<file path="config.mk">
export PLATFORM = sky130hd
export DESIGN_NAME = stream_demux_1to2
export DESIGN_NICKNAME = d
export VERILOG_FILES = /design/src/rtl/stream_demux_1to2_pkg.sv /design/src/rtl/stream_demux_1to2_fifo2.sv /design/src/rtl/stream_demux_1to2.sv
export SDC_FILE = /design/constraint.sdc
export NUM_CORES = 1
export LEC_CHECK = 0
export ABC_AREA = 1
export CAP_MARGIN = 10
export CORE_MARGIN = 5
export CORE_UTILIZATION = 45
export DETAILED_ROUTE_END_ITERATION = 7
export GPL_ROUTABILITY_DRIVEN = 0
export GPL_TIMING_DRIVEN = 0
export PLACE_DENSITY = 0.79
export SYNTH_ARGS = -nofsm -noshare
export SYNTH_HDL_FRONTEND = slang
export SYNTH_SLANG_ARGS = --single-unit
</file>
<file path="constraint.sdc">
create_clock -name clk_i -period 3.61 [get_ports clk_i]
set_clock_uncertainty 0.05 [all_clocks]
set_input_delay 0.722 -clock clk_i [delete_from_list [all_inputs] [get_ports clk_i]]
set_output_delay 0.722 -clock clk_i [all_outputs]
set_load 0.02 [all_outputs]
</file>
<file path="src/rtl/stream_demux_1to2_pkg.sv">
// Shared datapath constants and helpers for the 1-to-2 stream demultiplexer.
// Channel buffers are two entries deep, so occupancy needs a 2-bit count (0..2).
package stream_demux_1to2_pkg;

  localparam int DATA_W = 32;
  localparam int DEPTH  = 2;
  localparam int CNT_W  = $clog2(DEPTH + 1);

  typedef enum logic {
    CH0 = 1'b0,
    CH1 = 1'b1
  } chan_sel_e;

  // Push-only increments, pop-only decrements, anything else holds.
  function automatic logic [CNT_W-1:0] next_count(
    input logic [CNT_W-1:0] cnt,
    input logic             push,
    input logic             pop
  );
    logic [CNT_W-1:0] res;
    res = cnt;
    case ({push, pop})
      2'b10:   res = cnt + CNT_W'(1);
      2'b01:   res = cnt - CNT_W'(1);
      default: res = cnt;
    endcase
    return res;
  endfunction

endpackage

</file>
<file path="src/rtl/stream_demux_1to2_fifo2.sv">
// Two-entry channel buffer: registered storage, 1-bit wrapping pointers, occupancy count.
// The head word comes straight from storage, so there is no path from data_i to data_o.
module demux_fifo2
  import stream_demux_1to2_pkg::*;
#(
  parameter int size  = DATA_W,
  parameter int depth = DEPTH
) (
  input  logic             clk_i,
  input  logic             rst_i,
  input  logic             push_i,
  input  logic [size-1:0]  data_i,
  input  logic             pop_i,
  output logic [size-1:0]  data_o,
  output logic             full_o,
  output logic             empty_o,
  output logic [CNT_W-1:0] count_o
);

  localparam logic [CNT_W-1:0] FULL_CNT = CNT_W'(depth);

  logic [size-1:0]  mem_q [depth];
  logic             wr_ptr_q;
  logic             rd_ptr_q;
  logic [CNT_W-1:0] count_q;
  logic [CNT_W-1:0] count_d;
  logic             push_ok;
  logic             pop_ok;

  assign full_o  = (count_q == FULL_CNT);
  assign empty_o = (count_q == '0);

  // Requests against a full or empty buffer are dropped here, so count never wraps.
  assign push_ok = push_i && !full_o;
  assign pop_ok  = pop_i && !empty_o;
  assign count_d = next_count(count_q, push_ok, pop_ok);

  always_ff @(posedge clk_i) begin
    if (rst_i) begin
      wr_ptr_q <= 1'b0;
      rd_ptr_q <= 1'b0;
      count_q  <= '0;
      for (int i = 0; i < depth; i++) begin
        mem_q[i] <= '0;
      end
    end else begin
      if (push_ok) begin
        mem_q[wr_ptr_q] <= data_i;
        wr_ptr_q        <= ~wr_ptr_q;
      end
      if (pop_ok) begin
        rd_ptr_q <= ~rd_ptr_q;
      end
      count_q <= count_d;
    end
  end

  assign data_o  = mem_q[rd_ptr_q];
  assign count_o = count_q;

endmodule

</file>
<file path="src/rtl/stream_demux_1to2.sv">
// 1-to-2 stream demultiplexer: routes each accepted word to the channel named by select_i.
// Handshake: a word moves on any port exactly when its valid and ready are both high at a rising edge.
module stream_demux_1to2
  import stream_demux_1to2_pkg::*;
#(
  parameter int size  = DATA_W,
  parameter int depth = DEPTH
) (
  input  logic             clk_i,
  input  logic             rst_i,
  input  logic [size-1:0]  data_i,
  input  logic             valid_i,
  input  logic             select_i,
  output logic             ready_o,
  output logic [size-1:0]  data0_o,
  output logic             valid0_o,
  input  logic             ready0_i,
  output logic [CNT_W-1:0] count0_o,
  output logic [size-1:0]  data1_o,
  output logic             valid1_o,
  input  logic             ready1_i,
  output logic [CNT_W-1:0] count1_o
);

  logic full0;
  logic full1;
  logic empty0;
  logic empty1;
  logic accept;
  logic push0;
  logic push1;

  // Only the addressed buffer's fullness matters; downstream readies are not consulted.
  assign ready_o = (chan_sel_e'(select_i) == CH1) ? !full1 : !full0;
  assign accept  = valid_i && ready_o;
  assign push0   = accept && (chan_sel_e'(select_i) == CH0);
  assign push1   = accept && (chan_sel_e'(select_i) == CH1);

  assign valid0_o = !empty0;
  assign valid1_o = !empty1;

  demux_fifo2 #(
    .size  (size),
    .depth (depth)
  ) u_ch0 (
    .clk_i   (clk_i),
    .rst_i   (rst_i),
    .push_i  (push0),
    .data_i  (data_i),
    .pop_i   (ready0_i),
    .data_o  (data0_o),
    .full_o  (full0),
    .empty_o (empty0),
    .count_o (count0_o)
  );

  demux_fifo2 #(
    .size  (size),
    .depth (depth)
  ) u_ch1 (
    .clk_i   (clk_i),
    .rst_i   (rst_i),
    .push_i  (push1),
    .data_i  (data_i),
    .pop_i   (ready1_i),
    .data_o  (data1_o),
    .full_o  (full1),
    .empty_o (empty1),
    .count_o (count1_o)
  );

endmodule

</file>
# Yosys cells after proc, flatten, opt, wreduce, memory -nomap -nowiden
# Memory sizes are Yosys's and may differ from the RTL's. A register that Yosys moved wholly into a read port is not among the register bits.
# Cells that the tools add are included.
# totals
output_inout_bits	71
input_bits	38
ram_bits	128
regBits	8
memories	2
wordCells	61
# mem_list
name	depth	word_bits	read_ports	rd_ports_with_merged_regs	wr	line_no	rtl
u_ch0.mem_q	2	32	1	1	2	stream_demux_1to2_fifo2.sv:22	logic [size-1:0] mem_q [depth];
u_ch1.mem_q	2	32	1	1	2	stream_demux_1to2_fifo2.sv:22	
# op_classes
eq_ne	6
n_bitwise	5
reduce_logical	17
n_mux	21
addsub	4
# op_table
cell	count
two-way mux 32 bit	2
OR reduction 32 bit	2
two-way mux 1 bit	17
equality test 2 bit (second input constant)	4
one-hot mux 2 bit (2 select lines)	2
logical AND 1 bit	7
inverter 1 bit	5
adder 2 x 1 -> 2 bit (second input constant)	2
equality test 2 x 1 -> 1 bit (second input constant)	2
zero test 1 bit	4
zero test 2 bit	2
nonzero test 2 bit	2
subtractor 2 x 1 -> 2 bit (second input constant)	2

# Logic depth before layout (Yosys ltp)
# Gate-level depths: netlist of the first run.
# logic_depth
word_depth	11
depth_mapped	10

# By module
# A second synthesis of the first run with hierarchy kept.
# unflattened
hier_cells	495
hier_area_um2	6264.8
# by_module_without_submodules
module	cells_per_inst	seq_area_each_um2	n_inst	area_per_inst_um2
demux_fifo2	242	2021.9	2	3109.2
stream_demux_1to2	11	0.0	1	46.3

# Worst setup path after synthesis of the first run
# OpenSTA, ideal clock, no wires.
# synth_timing
path_kind	reg-to-reg
from	reg u_ch1.count_q[0] (netlist: u_ch1.count_o[0])
to	mem u_ch1.mem_q[1][0] (netlist name), enable pin
required_ns	3.094
t_arrival_ns	3.182
setup_time_ns	0.466
path_stages_with_launch	5
slack_ns	-0.088
cell_sequence	dfxtp_1 -> inv_1 -> nand2_1 -> nand3_2 -> o21ai_0
# synth_rtl
item	line_no	rtl
start, declared	stream_demux_1to2_fifo2.sv:25	logic [CNT_W-1:0] count_q;
start signal, assigned	stream_demux_1to2_fifo2.sv:54	count_q <= count_d;
end, declared	stream_demux_1to2_fifo2.sv:22	

==> results of run 1 <==
[power groups by stage]
stage	Sequential (mW)	Clock, mW	Combinational, mW
after floorplan	1.93	0	0.503
after global placement	1.93	0	0.873
after detailed placement	1.93	0	0.897
after CTS	1.90	1.73	0.902
after global routing	1.91	1.80	0.947
final	1.90	1.71	0.894
[cells in the mapped netlist]
cell type,n,area [um2]
clkinv_1,1,3.750
buf_2,16,80.08
clkbuf_1,4,15.01
nand3_2,1,10.01
a31oi_1,1,6.260
nor3_1,28,140.1
buf_1,1,3.750
dfxtp_1,10,200.2
a21oi_1,2,10.01
nand3_1,1,5.000
mux2_1,4,45.04
nand4_4,1,21.27
buf_6,3,33.78
nand4_2,2,25.02
nor2_1,50,187.7
o21ai_0,6,30.03
nand2_1,19,71.32
nand4_1,2,12.51
edfxtp_1,128,3844
nor3_2,68,680.7
mux2_2,60,675.7
buf_4,6,45.04
inv_1,49,183.9
ha_1,2,25.02
[cell families after synthesis]
group	after synthesis
buffers and inverters	80
AO/OA/AOI/OAI	9
flip-flops	138
adder cells (fa/ha/maj)	2
multiplexers	64
AND/OR/NAND/NOR	172
[layer usage]
layer  up-vias  GRT usage, %
li1       1907             -
met1      1997         22.77
met2       142         30.34
met3        17         3.985
met4         0         6.238
met5         -             0
[sequential cells by signal, indices dropped and copies added, names as in the netlist, named ones only]
register,count
u_ch0.mem_q,64
u_ch1.mem_q,64
u_ch0.count_o,2
u_ch1.count_o,2
u_ch0.rd_ptr_q,1
u_ch0.wr_ptr_q,1
u_ch1.rd_ptr_q,1
u_ch1.wr_ptr_q,1
[tightest hold or removal path, cell delays in order (launching register included)]
cell	delay [ns]
dfxtp_1	0.32
nor2_1	0.06
nor2_1	0.09
[area by class of cell]
type | count | area (um2)
sequential | 138 | 4044
tap | 180 | 225.2
clock inverter | 13 | 152.6
buffer | 30 | 177.7
inverter | 50 | 187.7
fill | 1066 | 5588
timing repair buffer | 109 | 1109
multi-input combinational | 247 | 1964
clock buffer | 19 | 432.9
[metrics by stage]
step / hold slack [ns] / utilization, % / power (mW) / setup slack [ns] / instances
2_1_floorplan: 0.4150 / - / 2.434 / 0.7782 / 465
3_3_place_gp: 0.4286 / 55.19 / 2.800 / -0.8404 / 753
3_5_place_dp: 0.4409 / 55.53 / 2.829 / 0.5261 / 754
4_1_cts: 0.4565 / 59.74 / 4.528 / 0.5241 / 786
5_1_grt: 0.4945 / 59.74 / 4.657 / 0.4630 / 786
6_report: 0.4551 / 59.74 / 4.505 / 0.5643 / 786
[worst paths after layout]
path / start / to / slack, ns / cells after the start
worst max-delay path: flop / data1_o[17] / 0.56 / 4
worst max register to register: u_ch0.count_o[0]$_SDFFE_PP0P_ / u_ch0.mem_q[0][3]$_SDFFCE_PN0P_ / 1.30 / 5
worst min register to register: u_ch1.rd_ptr_q$_SDFFE_PP0P_ / flop / 0.46 / 2
worst min-delay path: u_ch1.rd_ptr_q$_SDFFE_PP0P_ / flop / 0.46 / 2
==> results.json, run 1 <==
{
  "clk_pin_slew_worst_paths_ns": 0.06,
  "crit_chain": "clkbuf_1 -> buf_2 -> mux2_2 -> clkdlybuf4s50_1",
  "dieArea_mm2": 0.01660,
  "syn-cell-area_mm2": 0.006355,
  "max_cap_violations": 0,
  "grt_max_degree": 34,
  "cts_hold_buf": 0,
  "p_sw_mw": 1.173,
  "post_drt_wl_per_cell_um": 18.66,
  "max_stage_delay_ns": 0.55,
  "die_w_um": 128.8,
  "cts_root_buf": "clkbuf_16",
  "synth-seq-area-share_pct": 63.63,
  "clock_latency_ns": 0.41,
  "highest_layer": "met4",
  "ys_warn_count": 0,
  "cts_buffers": 17,
  "synth_xor_area_share_pct": 0,
  "cts_resized": 0,
  "first_pass_iters": 4,
  "vias": 4063,
  "ant_nets": 0,
  "fin_nets": 633,
  "dpl.hpwl_um": 9940,
  "final.min_clock_period_ns": 3.046,
  "period_share_pct": 84.37,
  "drt-total-wl_um": 14670,
  "avgSynthCellArea_um2": 13.67,
  "via_per_inst": 5.169,
  "synthMuxAreaShare_pct": 11.34,
  "synth_compound_area_share_pct": 0.7285,
  "seq_power_share_pct": 42.2,
  "netlist_instances": 465,
  "cts_setup_buffers": 0,
  "setup_tns_ns": 0,
  "yosys.area_share.adder_pct": 0.3938,
  "worst_path_max_delay_cell": "clkdlybuf4s50_1",
  "wl_met2_um": 7563,
  "first_global_vias": 4241,
  "finalHoldViolCount": 0,
  "sw_frac_of_total_pct": 26.05,
  "dpl_cell_area_mm2": 0.007707,
  "placementRows": 43,
  "cts_tree": "yes",
  "cts_sinks": 138,
  "cts_buffer_depth": 2,
  "drive_above_1_share_pct": 31.52,
  "layout_commonest_cell": "edfxtp_1",
  "syn_nets": 505,
  "synth-seq-cells": 138,
  "final_cell_mix": "128 x edfxtp_1, 108 x clkdlybuf4s50_1, 68 x nor3_2",
  "tightest_slew_ns": 0.9362,
  "p_leak_nw": 3.088,
  "cp.buffers_inverters": 3,
  "drv_slew": 0,
  "die_h_um": 128.8,
  "slew_headroom_pct": 37.37,
  "dr_wl_met3_um": 757,
  "wl_met1_um": 6103,
  "ir_drop_mv": 0.3375,
  "synth_cell_types": 24,
  "synth_simple_gate_area_share_pct": 18.15,
  "grt_antenna_before_repair": 0,
  "n_antenna_cell": 0,
  "portBuffers": 108,
  "htreeDepth": 4,
  "syn2layout_area_growth_pct": 30.50,
  "cp_max_fo": 10,
  "hp-class": "flop to flop",
  "grt_pass1_wl_um": 22530,
  "critical-path-top-delay-family": "buffers and inverters",
  "worst_ep_required_time_ns": 2.84,
  "arrival_ns": 2.27,
  "grtUsageTotal_pct": 17.92,
  "rsz0062_at_grt": "false",
  "max_freq_mhz": 328.3,
  "start_util_pct": 45.78,
  "clock_power_share_pct": 38.0,
  "start_kind": "flop",
  "p_int_mw": 3.332,
  "combPwrFrac_pct": 19.8,
  "grt-ovfl-total": 0,
  "p_per_area_mw_per_mm2": 543.2,
  "drc": 0,
  "io_pins": 109,
  "coreArea_mm2": 0.01388,
  "synth_top_family_by_area": "simple AND/OR/NAND/NOR gates",
  "setup_viol_count_final": 0,
  "worstSetupPathType": "flop to primary output",
  "drtIter0Drc": 281,
  "end_kind": "primary output",
  "finalInstanceArea_mm2": 0.008293,
  "status": "finished, final reports clean"
}
No activity file was read; power rests on OpenSTA's default activity.
==> run 2, diff against run 1 <==
PLACE_DENSITY = 0.77   (was 0.79)
clock period = 3 ns   (was 3.61 ns; I/O delays follow)
==> run 2 against run 1 <==
- wire length increased by 1.8%
- die area unchanged
- largest power group unchanged
- register-to-register slack got worse by 0.62 ns
- critical path type unchanged
- final cell count unchanged
- highest routed layer unchanged
- clock power grew 29%
==> results.json, run 2 (synthesized netlist as in run 1, its figures left out) <==
{
  "status": "finished, final reports clean",
  "grt_pass1_wl_um": 23410,
  "ant_nets": 0,
  "cts_buffers": 17,
  "cts_setup_buffers": 0,
  "hp-class": "flop to flop",
  "via_per_inst": 5.202,
  "die_h_um": 128.8,
  "drive_above_1_share_pct": 31.85,
  "cts_root_buf": "clkbuf_16",
  "final_cell_mix": "128 x edfxtp_1, 108 x clkdlybuf4s50_1, 68 x nor3_2",
  "clock_power_share_pct": 39.6,
  "layoutNonFillerInstCount": 786,
  "dpl.hpwl_um": 9904,
  "place_ws_ns": 0.03075,
  "arrival_ns": 2.30,
  "start_util_pct": 45.78,
  "cts_hold_buf": 0,
  "coreArea_mm2": 0.01388,
  "end_kind": "primary output",
  "portBuffers": 108,
  "finalHoldViolCount": 0,
  "ir_drop_mv": 0.4377,
  "grt_max_degree": 34,
  "syn2layout_area_growth_pct": 31.27,
  "grt-ovfl-total": 0,
  "clock_latency_ns": 0.42,
  "post_drt_wl_per_cell_um": 18.99,
  "combPwrFrac_pct": 19.3,
  "worst_ep_required_time_ns": 2.35,
  "slew_headroom_pct": 35.81,
  "max_cap_violations": 0,
  "worstSetupPathType": "flop to primary output",
  "p_per_area_mw_per_mm2": 667.1,
  "dp_cells": 754,
  "reg.largest.list": "u_ch0.mem_q: 64 flops, u_ch1.mem_q: 64 flops",
  "setup_tns_ns": 0,
  "cp_max_fo": 10,
  "drt-total-wl_um": 14930,
  "setup_slack_ns": 0.05120,
  "dieArea_mm2": 0.01660,
  "cts_sinks": 138,
  "die_w_um": 128.8,
  "io_pins": 109,
  "p_sw_mw": 1.455,
  "rsz0062_at_grt": "false",
  "layout_commonest_cell": "edfxtp_1",
  "vias": 4089,
  "seq_power_share_pct": 41.1,
  "max_freq_mhz": 339.1,
  "setup_viol_count_final": 0,
  "start_kind": "flop",
  "fillers": 1074,
  "grt_antenna_before_repair": 0,
  "p_leak_nw": 3.113,
  "p_int_mw": 4.110,
  "tightest_slew_ns": 0.9594,
  "n_antenna_cell": 0,
  "fin_nets": 633,
  "placementRows": 43,
  "holdWs_ns": 0.4530,
  "drv_slew": 0,
  "final_util_pct": 60.10,
  "grtUsageTotal_pct": 18.70,
  "drtIter0Drc": 381,
  "drc": 0,
  "cts_tree": "yes",
  "first_pass_iters": 4,
  "final.min_clock_period_ns": 2.949,
  "clk_pin_slew_worst_paths_ns": 0.06,
  "period_share_pct": 98.29,
  "first_global_vias": 4289,
  "cts_buffer_depth": 2,
  "sw_frac_of_total_pct": 26.14,
  "htreeDepth": 4
}
[run 2: cell type report]
type	count	area [um2]	share of cell area (%)
plain buffers	30	186.4	2.235
multi-input cells	247	1964	23.55
repair buffers	109	1109	13.29
inverters	50	187.7	2.250
clock buffers	18	429.2	5.145
clock inverters	14	196.4	2.355
flip-flops and latches	138	4044	48.48
well taps	180	225.2	2.700
[run 2: metal layers]
layer  wire [um]  track usage (%)
met3        1070            5.645
met1        6250            24.47
met4         162            5.744
met5           0                0
met2        7447            30.12
[run 2: what timing repair did]
| item | 4_1_cts | 5_1_grt |
|---|---|---|
| endpoints found under the setup margin | 0 | 30 |
| resized for setup | 0 | 5 |
| endpoints found under the hold margin | 0 | 0 |
[run 2: final timing paths]
path	startpoint	to	slack (ns)	cells after the start
worst max register to register	u_ch0.count_o[0]$_SDFFE_PP0P_	u_ch0.mem_q[0][10]$_SDFFCE_PN0P_	0.68	5
worst min register to register	u_ch1.rd_ptr_q$_SDFFE_PP0P_	u_ch1.rd_ptr_q$_SDFFE_PP0P_	0.45	2
worst min-delay path	u_ch1.rd_ptr_q$_SDFFE_PP0P_	u_ch1.rd_ptr_q$_SDFFE_PP0P_	0.45	2
worst max-delay path	flop	data0_o[30]	0.05	4
[run 2: critical path, cell delays in order, from the launching register on]
cell	delay, ns
dfxtp_1	0.30
clkbuf_1	0.29
buf_2	0.35
mux2_2	0.39
clkdlybuf4s50_1	0.54
[run 2: per-stage QoR]
| step | power, mW | instance area, um2 |
|---|---|---|
| 6_report | 5.565 | 8342 |
| 5_1_grt | 5.760 | 8342 |
| 4_1_cts | 5.597 | 8333 |
| 3_5_place_dp | 3.402 | 7707 |
| 3_3_place_gp | 3.371 | 7661 |
| 2_1_floorplan | 2.929 | 6355 |
[run 2: power groups by stage]
| stage | logic, mW | clock network (mW) | registers [mW] |
|---|---|---|---|
| global placement | 1.05 | 0 | 2.32 |
| CTS | 1.08 | 2.23 | 2.29 |
| global route | 1.15 | 2.31 | 2.30 |
| detailed placement | 1.08 | 0 | 2.33 |
| finish | 1.08 | 2.20 | 2.29 |
| floorplan | 0.606 | 0 | 2.32 |
